### src/rtl/mem_stage_pkg.sv
// Shared definitions for the RV32I memory stage: funct3 access widths,
// FSM state encoding and the alignment-fault helper.
package mem_stage_pkg;

    localparam int XLEN = 32;
    localparam int RIDX = 5;

    localparam logic [2:0] F3_B  = 3'b000;
    localparam logic [2:0] F3_H  = 3'b001;
    localparam logic [2:0] F3_W  = 3'b010;
    localparam logic [2:0] F3_BU = 3'b100;
    localparam logic [2:0] F3_HU = 3'b101;

    typedef enum logic [1:0] {
        ST_IDLE = 2'b00,
        ST_REQ  = 2'b01,
        ST_WAIT = 2'b10,
        ST_DONE = 2'b11
    } state_e;

    // Reserved widths fault like a misaligned access so they never reach memory.
    function automatic logic access_fault(input logic [2:0] f3, input logic [1:0] lo);
        logic fault;
        case (f3)
            F3_B, F3_BU: fault = 1'b0;
            F3_H, F3_HU: fault = lo[0];
            F3_W:        fault = (lo != 2'b00);
            default:     fault = 1'b1;
        endcase
        return fault;
    endfunction

endpackage

### src/rtl/mem_stage_if.sv
// Signal bundle around the memory stage: EX input, data-memory port and
// writeback output. master is the stage's view, slave the surroundings'.
interface mem_stage_if;

    logic                               in_valid;
    logic                               in_ready;
    logic [mem_stage_pkg::XLEN-1:0]     alu_result;
    logic [mem_stage_pkg::XLEN-1:0]     store_data;
    logic                               is_load;
    logic                               is_store;
    logic [2:0]                         funct3;
    logic [mem_stage_pkg::RIDX-1:0]     rd_in;
    logic                               reg_write_in;

    logic                               dmem_req;
    logic                               dmem_we;
    logic [mem_stage_pkg::XLEN-1:0]     dmem_addr;
    logic [mem_stage_pkg::XLEN-1:0]     dmem_wdata;
    logic [3:0]                         dmem_wstrb;
    logic                               dmem_gnt;
    logic                               dmem_rvalid;
    logic [mem_stage_pkg::XLEN-1:0]     dmem_rdata;

    logic                               out_valid;
    logic                               out_ready;
    logic [mem_stage_pkg::XLEN-1:0]     wb_data;
    logic [mem_stage_pkg::RIDX-1:0]     rd_out;
    logic                               reg_write_out;
    logic                               misalign;

    modport master (
        input  in_valid, alu_result, store_data, is_load, is_store, funct3,
               rd_in, reg_write_in, dmem_gnt, dmem_rvalid, dmem_rdata, out_ready,
        output in_ready, dmem_req, dmem_we, dmem_addr, dmem_wdata, dmem_wstrb,
               out_valid, wb_data, rd_out, reg_write_out, misalign
    );

    modport slave (
        output in_valid, alu_result, store_data, is_load, is_store, funct3,
               rd_in, reg_write_in, dmem_gnt, dmem_rvalid, dmem_rdata, out_ready,
        input  in_ready, dmem_req, dmem_we, dmem_addr, dmem_wdata, dmem_wstrb,
               out_valid, wb_data, rd_out, reg_write_out, misalign
    );

endinterface

### src/rtl/mem_stage_load_align.sv
// Load data alignment: picks the addressed byte/halfword lane out of the
// returned word and sign- or zero-extends it according to funct3.
module mem_stage_load_align
    import mem_stage_pkg::*;
(
    input  logic [31:0] i_rdata,
    input  logic [1:0]  i_addr_lo,
    input  logic [2:0]  i_funct3,
    output logic [31:0] o_data
);

    logic [7:0]  w_byte;
    logic [15:0] w_half;

    // Lane select followed by width/sign extension
    always_comb begin
        w_byte = 8'h00;
        w_half = 16'h0000;
        o_data = i_rdata;
        case (i_addr_lo)
            2'b00:   w_byte = i_rdata[7:0];
            2'b01:   w_byte = i_rdata[15:8];
            2'b10:   w_byte = i_rdata[23:16];
            2'b11:   w_byte = i_rdata[31:24];
            default: w_byte = 8'h00;
        endcase
        w_half = i_addr_lo[1] ? i_rdata[31:16] : i_rdata[15:0];
        case (i_funct3)
            F3_B:    o_data = {{24{w_byte[7]}}, w_byte};
            F3_BU:   o_data = {24'h000000, w_byte};
            F3_H:    o_data = {{16{w_half[15]}}, w_half};
            F3_HU:   o_data = {16'h0000, w_half};
            default: o_data = i_rdata;
        endcase
    end

endmodule

### src/rtl/mem_stage.sv
// RV32I memory stage: accepts one EX result at a time, performs at most one
// data-memory access and hands the writeback payload on with a valid/ready pair.
module mem_stage
    import mem_stage_pkg::*;
(
    input  logic        clk,
    input  logic        rst_n,
    mem_stage_if.master bus
);

    state_e      r_state;
    state_e      w_state_nxt;
    logic        r_is_load;
    logic        r_we;
    logic [31:0] r_addr;
    logic [31:0] r_wdata;
    logic [3:0]  r_wstrb;
    logic [2:0]  r_funct3;
    logic [4:0]  r_rd;
    logic        r_reg_write;
    logic        r_misalign;
    logic [31:0] r_wb_data;

    logic        w_mem_op;
    logic        w_fault;
    logic        w_accept;
    logic        w_load_done;
    logic [31:0] w_st_wdata;
    logic [3:0]  w_st_wstrb;
    logic [31:0] w_load_data;

    assign w_mem_op    = bus.is_load ^ bus.is_store;
    assign w_fault     = w_mem_op & access_fault(bus.funct3, bus.alu_result[1:0]);
    assign w_accept    = (r_state == ST_IDLE) & bus.in_valid;
    assign w_load_done = r_is_load & bus.dmem_rvalid &
                         (((r_state == ST_REQ) & bus.dmem_gnt) | (r_state == ST_WAIT));

    mem_stage_load_align u_load_align (
        .i_rdata   (bus.dmem_rdata),
        .i_addr_lo (r_addr[1:0]),
        .i_funct3  (r_funct3),
        .o_data    (w_load_data)
    );

    // Store lane replication and byte strobes from the incoming address
    always_comb begin
        w_st_wdata = bus.store_data;
        w_st_wstrb = 4'b1111;
        case (bus.funct3[1:0])
            2'b00: begin
                w_st_wdata = {4{bus.store_data[7:0]}};
                w_st_wstrb = 4'b0001 << bus.alu_result[1:0];
            end
            2'b01: begin
                w_st_wdata = {2{bus.store_data[15:0]}};
                w_st_wstrb = 4'b0011 << bus.alu_result[1:0];
            end
            default: begin
                w_st_wdata = bus.store_data;
                w_st_wstrb = 4'b1111;
            end
        endcase
    end

    // FSM state register
    always_ff @(posedge clk or negedge rst_n) begin
        if (!rst_n) begin
            r_state <= ST_IDLE;
        end else begin
            r_state <= w_state_nxt;
        end
    end

    // FSM next-state logic
    always_comb begin
        w_state_nxt = r_state;
        case (r_state)
            ST_IDLE: begin
                if (bus.in_valid) begin
                    if (w_mem_op && !w_fault) w_state_nxt = ST_REQ;
                    else                      w_state_nxt = ST_DONE;
                end else begin
                    w_state_nxt = ST_IDLE;
                end
            end
            ST_REQ: begin
                if (bus.dmem_gnt) begin
                    if (!r_is_load || bus.dmem_rvalid) w_state_nxt = ST_DONE;
                    else                               w_state_nxt = ST_WAIT;
                end else begin
                    w_state_nxt = ST_REQ;
                end
            end
            ST_WAIT: begin
                if (bus.dmem_rvalid) w_state_nxt = ST_DONE;
                else                 w_state_nxt = ST_WAIT;
            end
            ST_DONE: begin
                if (bus.out_ready) w_state_nxt = ST_IDLE;
                else               w_state_nxt = ST_DONE;
            end
            default: w_state_nxt = ST_IDLE;
        endcase
    end

    // Request/payload capture on accept; load data captured on response
    always_ff @(posedge clk or negedge rst_n) begin
        if (!rst_n) begin
            r_is_load   <= 1'b0;
            r_we        <= 1'b0;
            r_addr      <= 32'h0000_0000;
            r_wdata     <= 32'h0000_0000;
            r_wstrb     <= 4'b0000;
            r_funct3    <= 3'b000;
            r_rd        <= 5'd0;
            r_reg_write <= 1'b0;
            r_misalign  <= 1'b0;
            r_wb_data   <= 32'h0000_0000;
        end else if (w_accept) begin
            r_is_load   <= bus.is_load & ~bus.is_store & ~w_fault;
            r_we        <= bus.is_store & ~bus.is_load & ~w_fault;
            r_addr      <= bus.alu_result;
            r_wdata     <= (bus.is_store & ~bus.is_load) ? w_st_wdata : 32'h0000_0000;
            r_wstrb     <= (bus.is_store & ~bus.is_load) ? w_st_wstrb : 4'b0000;
            r_funct3    <= bus.funct3;
            r_rd        <= bus.rd_in;
            r_reg_write <= bus.reg_write_in & ~w_fault & ~(bus.is_store & ~bus.is_load);
            r_misalign  <= w_fault;
            r_wb_data   <= w_mem_op ? 32'h0000_0000 : bus.alu_result;
        end else if (w_load_done) begin
            r_wb_data   <= w_load_data;
        end
    end

    assign bus.in_ready      = (r_state == ST_IDLE);
    assign bus.dmem_req      = (r_state == ST_REQ);
    assign bus.dmem_we       = (r_state == ST_REQ) & r_we;
    assign bus.dmem_addr     = {r_addr[31:2], 2'b00};
    assign bus.dmem_wdata    = r_wdata;
    assign bus.dmem_wstrb    = r_wstrb;
    assign bus.out_valid     = (r_state == ST_DONE);
    assign bus.wb_data       = r_wb_data;
    assign bus.rd_out        = r_rd;
    assign bus.reg_write_out = (r_state == ST_DONE) & r_reg_write;
    assign bus.misalign      = (r_state == ST_DONE) & r_misalign;

endmodule

### src/flat_wrapper.sv
// flat-port wrapper written by rule: the top's interface ports become plain ports
module mem_stage_flat import mem_stage_pkg::*;
  (clk, rst_n, bus_in_valid, bus_alu_result, bus_store_data, bus_is_load, bus_is_store, bus_funct3, bus_rd_in, bus_reg_write_in, bus_dmem_gnt, bus_dmem_rvalid, bus_dmem_rdata, bus_out_ready, bus_in_ready, bus_dmem_req, bus_dmem_we, bus_dmem_addr, bus_dmem_wdata, bus_dmem_wstrb, bus_out_valid, bus_wb_data, bus_rd_out, bus_reg_write_out, bus_misalign);
  mem_stage_if bus_i ();
  input  logic clk;
  input  logic rst_n;
  input wire logic [$bits(bus_i.in_valid)-1:0] bus_in_valid;
  input wire logic [$bits(bus_i.alu_result)-1:0] bus_alu_result;
  input wire logic [$bits(bus_i.store_data)-1:0] bus_store_data;
  input wire logic [$bits(bus_i.is_load)-1:0] bus_is_load;
  input wire logic [$bits(bus_i.is_store)-1:0] bus_is_store;
  input wire logic [$bits(bus_i.funct3)-1:0] bus_funct3;
  input wire logic [$bits(bus_i.rd_in)-1:0] bus_rd_in;
  input wire logic [$bits(bus_i.reg_write_in)-1:0] bus_reg_write_in;
  input wire logic [$bits(bus_i.dmem_gnt)-1:0] bus_dmem_gnt;
  input wire logic [$bits(bus_i.dmem_rvalid)-1:0] bus_dmem_rvalid;
  input wire logic [$bits(bus_i.dmem_rdata)-1:0] bus_dmem_rdata;
  input wire logic [$bits(bus_i.out_ready)-1:0] bus_out_ready;
  output wire logic [$bits(bus_i.in_ready)-1:0] bus_in_ready;
  output wire logic [$bits(bus_i.dmem_req)-1:0] bus_dmem_req;
  output wire logic [$bits(bus_i.dmem_we)-1:0] bus_dmem_we;
  output wire logic [$bits(bus_i.dmem_addr)-1:0] bus_dmem_addr;
  output wire logic [$bits(bus_i.dmem_wdata)-1:0] bus_dmem_wdata;
  output wire logic [$bits(bus_i.dmem_wstrb)-1:0] bus_dmem_wstrb;
  output wire logic [$bits(bus_i.out_valid)-1:0] bus_out_valid;
  output wire logic [$bits(bus_i.wb_data)-1:0] bus_wb_data;
  output wire logic [$bits(bus_i.rd_out)-1:0] bus_rd_out;
  output wire logic [$bits(bus_i.reg_write_out)-1:0] bus_reg_write_out;
  output wire logic [$bits(bus_i.misalign)-1:0] bus_misalign;
  assign bus_i.in_valid = bus_in_valid;
  assign bus_i.alu_result = bus_alu_result;
  assign bus_i.store_data = bus_store_data;
  assign bus_i.is_load = bus_is_load;
  assign bus_i.is_store = bus_is_store;
  assign bus_i.funct3 = bus_funct3;
  assign bus_i.rd_in = bus_rd_in;
  assign bus_i.reg_write_in = bus_reg_write_in;
  assign bus_i.dmem_gnt = bus_dmem_gnt;
  assign bus_i.dmem_rvalid = bus_dmem_rvalid;
  assign bus_i.dmem_rdata = bus_dmem_rdata;
  assign bus_i.out_ready = bus_out_ready;
  assign bus_in_ready = bus_i.in_ready;
  assign bus_dmem_req = bus_i.dmem_req;
  assign bus_dmem_we = bus_i.dmem_we;
  assign bus_dmem_addr = bus_i.dmem_addr;
  assign bus_dmem_wdata = bus_i.dmem_wdata;
  assign bus_dmem_wstrb = bus_i.dmem_wstrb;
  assign bus_out_valid = bus_i.out_valid;
  assign bus_wb_data = bus_i.wb_data;
  assign bus_rd_out = bus_i.rd_out;
  assign bus_reg_write_out = bus_i.reg_write_out;
  assign bus_misalign = bus_i.misalign;
  mem_stage u_core (.clk(clk), .rst_n(rst_n), .bus(bus_i));
endmodule
### config.mk
export PLATFORM = sky130hd
export DESIGN_NAME = mem_stage_flat
export DESIGN_NICKNAME = d
export VERILOG_FILES = /design/src/rtl/mem_stage_pkg.sv /design/src/rtl/mem_stage_if.sv /design/src/rtl/mem_stage_load_align.sv /design/src/rtl/mem_stage.sv /design/src/flat_wrapper.sv
export SDC_FILE = /design/constraint.sdc
export NUM_CORES = 1
export LEC_CHECK = 0
export ABC_AREA = 1
export BUFFER_PORTS_ARGS = -buffer_cell sky130_fd_sc_hd__buf_2
export CAP_MARGIN = 20
export CORE_AREA = 2 2 133 135
export DETAILED_ROUTE_END_ITERATION = 10
export DIE_AREA = 0 0 135 137
export PLACE_DENSITY_LB_ADDON = 0.15
export SLEW_MARGIN = 20
export SYNTH_ARGS = -nofsm -noshare
export SYNTH_HDL_FRONTEND = slang
export SYNTH_SLANG_ARGS = --single-unit
### constraint.sdc
create_clock -name clk -period 3.3 [get_ports clk]
set_input_delay 0.99 -clock clk [delete_from_list [all_inputs] [get_ports clk]]
set_output_delay 0.99 -clock clk [all_outputs]
set_load 0.02 [all_outputs]
# Word level (Yosys, flattened, before mapping)
# Index checks and enable logic that the tools add are counted.
# classes
n_bitwise	20
mux	18
reduce_logical	13
n_eq_ne	14
shift	2
# op_table
operator	count
two-way mux 32 bit	4
case mux 32 bit (4 select lines)	1
case mux 32 bit (2 select lines)	1
case mux 8 bit (4 select lines)	1
two-way mux 16 bit	1
AND 1 bit	14
== test 3 bit (second input constant)	4
== test 2 bit (second input constant)	4
two-way mux 2 bit	4
case mux 2 bit (4 select lines)	1
case mux 4 bit (2 select lines)	1
== test 2 x 1 -> 1 bit (second input constant)	3
== test 3 x 1 -> 1 bit (second input constant)	2
zero test 2 bit	3
zero test 3 bit	2
two-way mux 4 bit	1
inverter 1 bit	4
nonzero test 2 bit	2
OR reduction 2 bit	2
left shift 1 x 2 -> 4 bit (first input constant)	1
left shift 2 x 2 -> 4 bit (first input constant)	1
== test 3 x 2 -> 1 bit (second input constant)	1
case mux 1 bit (3 select lines)	1
zero test 1 bit	2
5 further kinds	6
# totals
wordCells	78
in_bits	113
out_inout_bits	111
regBits	114

# Longest topological paths before layout
# logic_depth
depth_word	9
depth_mapped	9
depth_no_buf	9

# Modules after synthesis
# Synthesis repeated with hierarchy kept, for this count alone.
# unflattened
hier_cells	891
area_unflattened_um2	6501.2
# modules_own_cells
mod	area_per_inst_um2	seq_area_each_um2	cells_per_inst	instances
mem_stage	5577.8	2852.7	721	1
mem_stage_load_align	923.4	0.0	170	1

# Worst setup path after synthesis
# Ideal clock, no wire load.
# synth_timing
kind	input to register
start	in bus_is_store
end	reg u_core.r_wb_data[31], in the netlist u_core.bus.wb_data[31]
required_time_ns	3.173
path_buffers	1
arrival_ns	1.947
stages	7
path_slack_ns	1.225
setup_ns	0.127
path_cell_list	inv_1 > ha_1 > inv_2 > clkbuf_1 > o21ai_0 > nor2_1 > a21oi_1
# synth_via
elab_chain_len	3
# synth_rtl
item	line	text
start: declaration	flat_wrapper.sv:11	input wire logic [$bits(bus_i.is_store)-1:0] bus_is_store;
bitwise XOR 1 bit	mem_stage.sv:32	assign w_mem_op = bus.is_load ^ bus.is_store;
two-way mux 32 bit	mem_stage.sv:129	r_wb_data <= w_mem_op ? 32'h0000_0000 : bus.alu_result;
two-way mux 32 bit	mem_stage.sv:119	end else if (w_accept) begin
end signal: assignment	mem_stage.sv:129	
end signal: assignment	mem_stage.sv:131	r_wb_data <= w_load_data;
end: declaration	mem_stage.sv:22	logic [31:0] r_wb_data;
# No other way between the ends.
# A chain may end at the register's enable or synchronous reset.

# Final worst setup path
# layout_timing
start	reg u_core.r_state[1]
end	out bus_misalign
# layout_via
elab_chain_len	2
# layout_rtl
item	line	text
start: declaration	mem_stage.sv:11	state_e r_state;
start signal: assignment	mem_stage.sv:70	r_state <= w_state_nxt;
== test 2 bit	mem_stage.sv:145	assign bus.misalign = (r_state == ST_DONE) & r_misalign;
AND 1 bit	mem_stage.sv:145	
end: declaration	flat_wrapper.sv:29	output wire logic [$bits(bus_i.misalign)-1:0] bus_misalign;
# No other way between the ends.

==> impl_results.md <==
- Status: finished, final reports clean
- I/O Buffers: 221
- Maxcap violations: 0
- I/O Pins: 224
- Setup CP Type: flip-flop to primary output
- Mapped Cells: 723
- Slew HR: 58.0%
- Initial antenna violation count: 2
- Via count: 5,488
- Fill cells: 1,817
- Chip height: 137 um
- CTS Hold Bufs: 0
- # resized after CTS: 0
- Total track usage: 20.5%
- Drt drc: 0
- Placeable Area: 17,100 um^2
- Final total power: 7.69 mW
- Cell variety after synth: 40
- Fmax: 0.430 GHz
- Row cnt: 48
- Vias in the first global route: 5,378
- Ys flop type: dfrtp_1
- Area growth, synth to finish: 27.6%
- DRT Pass-1 Iters: 5
- Drt total wl: 18,600 um
- Largest net degree at the start of global routing: 76
- Hold Fails Final Rpt: 0
- CP Buf/Inv Count: 1
- Post-route ant nets: 0
- Die X: 135 um
- Leak pwr: 4.05 nW
- Sequential area share after synthesis: 48.9%
- Worst-Margin Slew: 0.628 ns
- Clock Pin Slew Worst Setup and Hold Paths: 0.05 ns
- Final setup fails: 0
- CTS Sinks: 114
- Worst-path maximum fanout: 7
- CTS buffer count: 17
- RSZ-0062 raised after global routing: no
- Avg Cell Area, Syn: 8.07 um^2
- Vias per cell: 4.81
- Clock root cell: clkbuf_16
- Pre-CTS setup slack: 0.804 ns
- Worst min path class: flip-flop to flip-flop
- Nets: 1,018
- Share of the synthesized area in the top cell type: 48.9%
- Post-CTS setup buffers: 0
- Htree depth: 4
- CP max stage delay: 0.46 ns
- Worst Path Arrival: 1.34 ns
- Wirelength per Cell: 16.3 um
- CP Capture Type: primary output
- Final Wtd Congestion: 0.818
- Synth top area cells: dfrtp_1 (49%), nand2_1 (14%), nor2_1 (5.7%)
- Detailed Route Iter0 Violations: 325
- EDFF count, synth: 0
- Crit path max-delay family: flip-flops
- Clk Latency, worst-skew pair: 0.42 ns
- Clk buf depth: 2
- Clock skew: 0.0120 ns
- Max Slew Vio Count: 0
- Async set or reset register ratio after synthesis: 100%
- Die area: 18,500 um^2
- Hpwl dp: 13,300 um
- Slowest cell on crit path: dfrtp_1
- CTS tree: yes
- Max VDD drop: 0.404 mV
- Power Dens Cells: 1030 nW/um^2
- Tcrit/Tclk final: 70.5%
- Final worst setup slack: 0.973 ns
- Synth Register Bits: 114
- Top-count cell post-synth: nand2_1
- Gr ovfl total: 0
- Cell taking the most area after synthesis: dfrtp_1
- Cells along the critical path: nand2_2, nor2_1, buf_2
- Layout cells sized above 1: 31.8%
- Minimum clock period: 2.33 ns
- Synthesized cell area: 5830 um^2
- Commonest cells in the netlist: nand2_1 (214), dfrtp_1 (114), nor2_1 (88), o21ai_0 (50), buf_4 (34)
- Setup crit start kind: flip-flop
- WP data required: 2.31 ns
- Initial Util: 34.2%
- Yosys Warn Count: 0
- First-pass GRT wire length: 28,900 um
- Setup_tns: 0 ns
## layout make-up
type                       count  area, um^2  area share [%]
tap                          225         282            3.78
sequential                   114        2850            38.3
antenna                        2        5.00          0.0672
timing repair buffer         227        1180            15.8
clock inverter                 5        75.1            1.01
clock buffer                  26         499            6.71
multi-input combinational    508        2410            32.4
inverter                      35         139            1.87
## metal layers
| layer | GRT usage (%) | vias to the layer above | wire length, um |
|---|---|---|---|
| li1 | - | 2680 | - |
| met1 | 27.2 | 2574 | 8360 |
| met2 | 31.7 | 213 | 8390 |
| met3 | 6.48 | 19 | 1580 |
| met4 | 6.89 | 2 | 236 |
| met5 | 0 | - | 13 |
## state kept, by name, summed over array words and instances (netlist names)
signal	cells
u_core.bus.dmem_wdata	32
u_core.bus.dmem_wstrb	4
u_core.bus.rd_out	5
u_core.bus.wb_data	32
u_core.r_addr	32
u_core.r_funct3	3
u_core.r_is_load	1
u_core.r_misalign	1
u_core.r_reg_write	1
u_core.r_state	2
u_core.r_we	1
## per-stage QoR
step           hold slack [ns]  cells  util [%]  area, um^2
3_3_place_gp             0.458   1109      40.2        6860
2_1_floorplan            0.450    724         -        5840
5_1_grt                  0.492   1140      43.6        7440
4_1_cts                  0.477   1140      43.6        7440
6_report                 0.473   1142      43.6        7440
3_5_place_dp             0.462   1109      40.2        6860
## tightest hold or removal path: cells and delay by family, from the launching register on
kind / cells / cell delay, ns
flops: 1 / 0.33
simple gates: 2 / 0.11
## logic make-up after synthesis
logic type / synth area share (%)
flops: 48.9
other cells: 0.0643
compound gates: 13.9
simple gates: 25.5
mux: 1.37
buf+inv: 9.82
fa+ha+maj: 0.429
## power by group
part,internal [mW],switching (mW)
Combinational,1.12,2.30
Sequential,2.05,0.414
Clock,1.18,0.621
Total,4.35,3.33
## cell usage in the layout, fill, tap and decap left out, drive strengths merged, types with 2 or more instances in the layout
cell type,netlist,routed
nor3,12,12
clkinv,2,5
ha,2,2
dfrtp,114,114
a22o,8,8
a22oi,8,8
mux2i,8,8
bufinv,0,2
nand3,23,23
diode,0,2
clkbuf,8,26
inv,33,33
o22ai,8,8
a21oi,33,33
conb,1,2
nor2,92,92
nand4,3,3
o21ai,75,75
buf,59,227
nand2,228,228
## path summary, 6_finish.rpt
path,slack [ns],endpoint,startpoint,cells past startpoint
setup / recovery,0.97,bus_misalign,u_core.r_state[1]$_DFF_PN0_,3
hold reg to reg,0.47,u_core.bus.rd_out[2]$_DFFE_PN0P_,u_core.bus.rd_out[2]$_DFFE_PN0P_,2
max in group asynchronous,1.89,u_core.bus.dmem_wstrb[0]$_DFFE_PN0P_,rst_n,2
hold / removal,0.47,u_core.bus.rd_out[2]$_DFFE_PN0P_,u_core.bus.rd_out[2]$_DFFE_PN0P_,2
setup reg to reg,1.14,u_core.bus.wb_data[17]$_DFFE_PN0P_,u_core.r_addr[1]$_DFFE_PN0P_,7
min in group asynchronous,0.58,u_core.r_addr[28]$_DFFE_PN0P_,rst_n,1
Power figures use the tool's default switching activity.
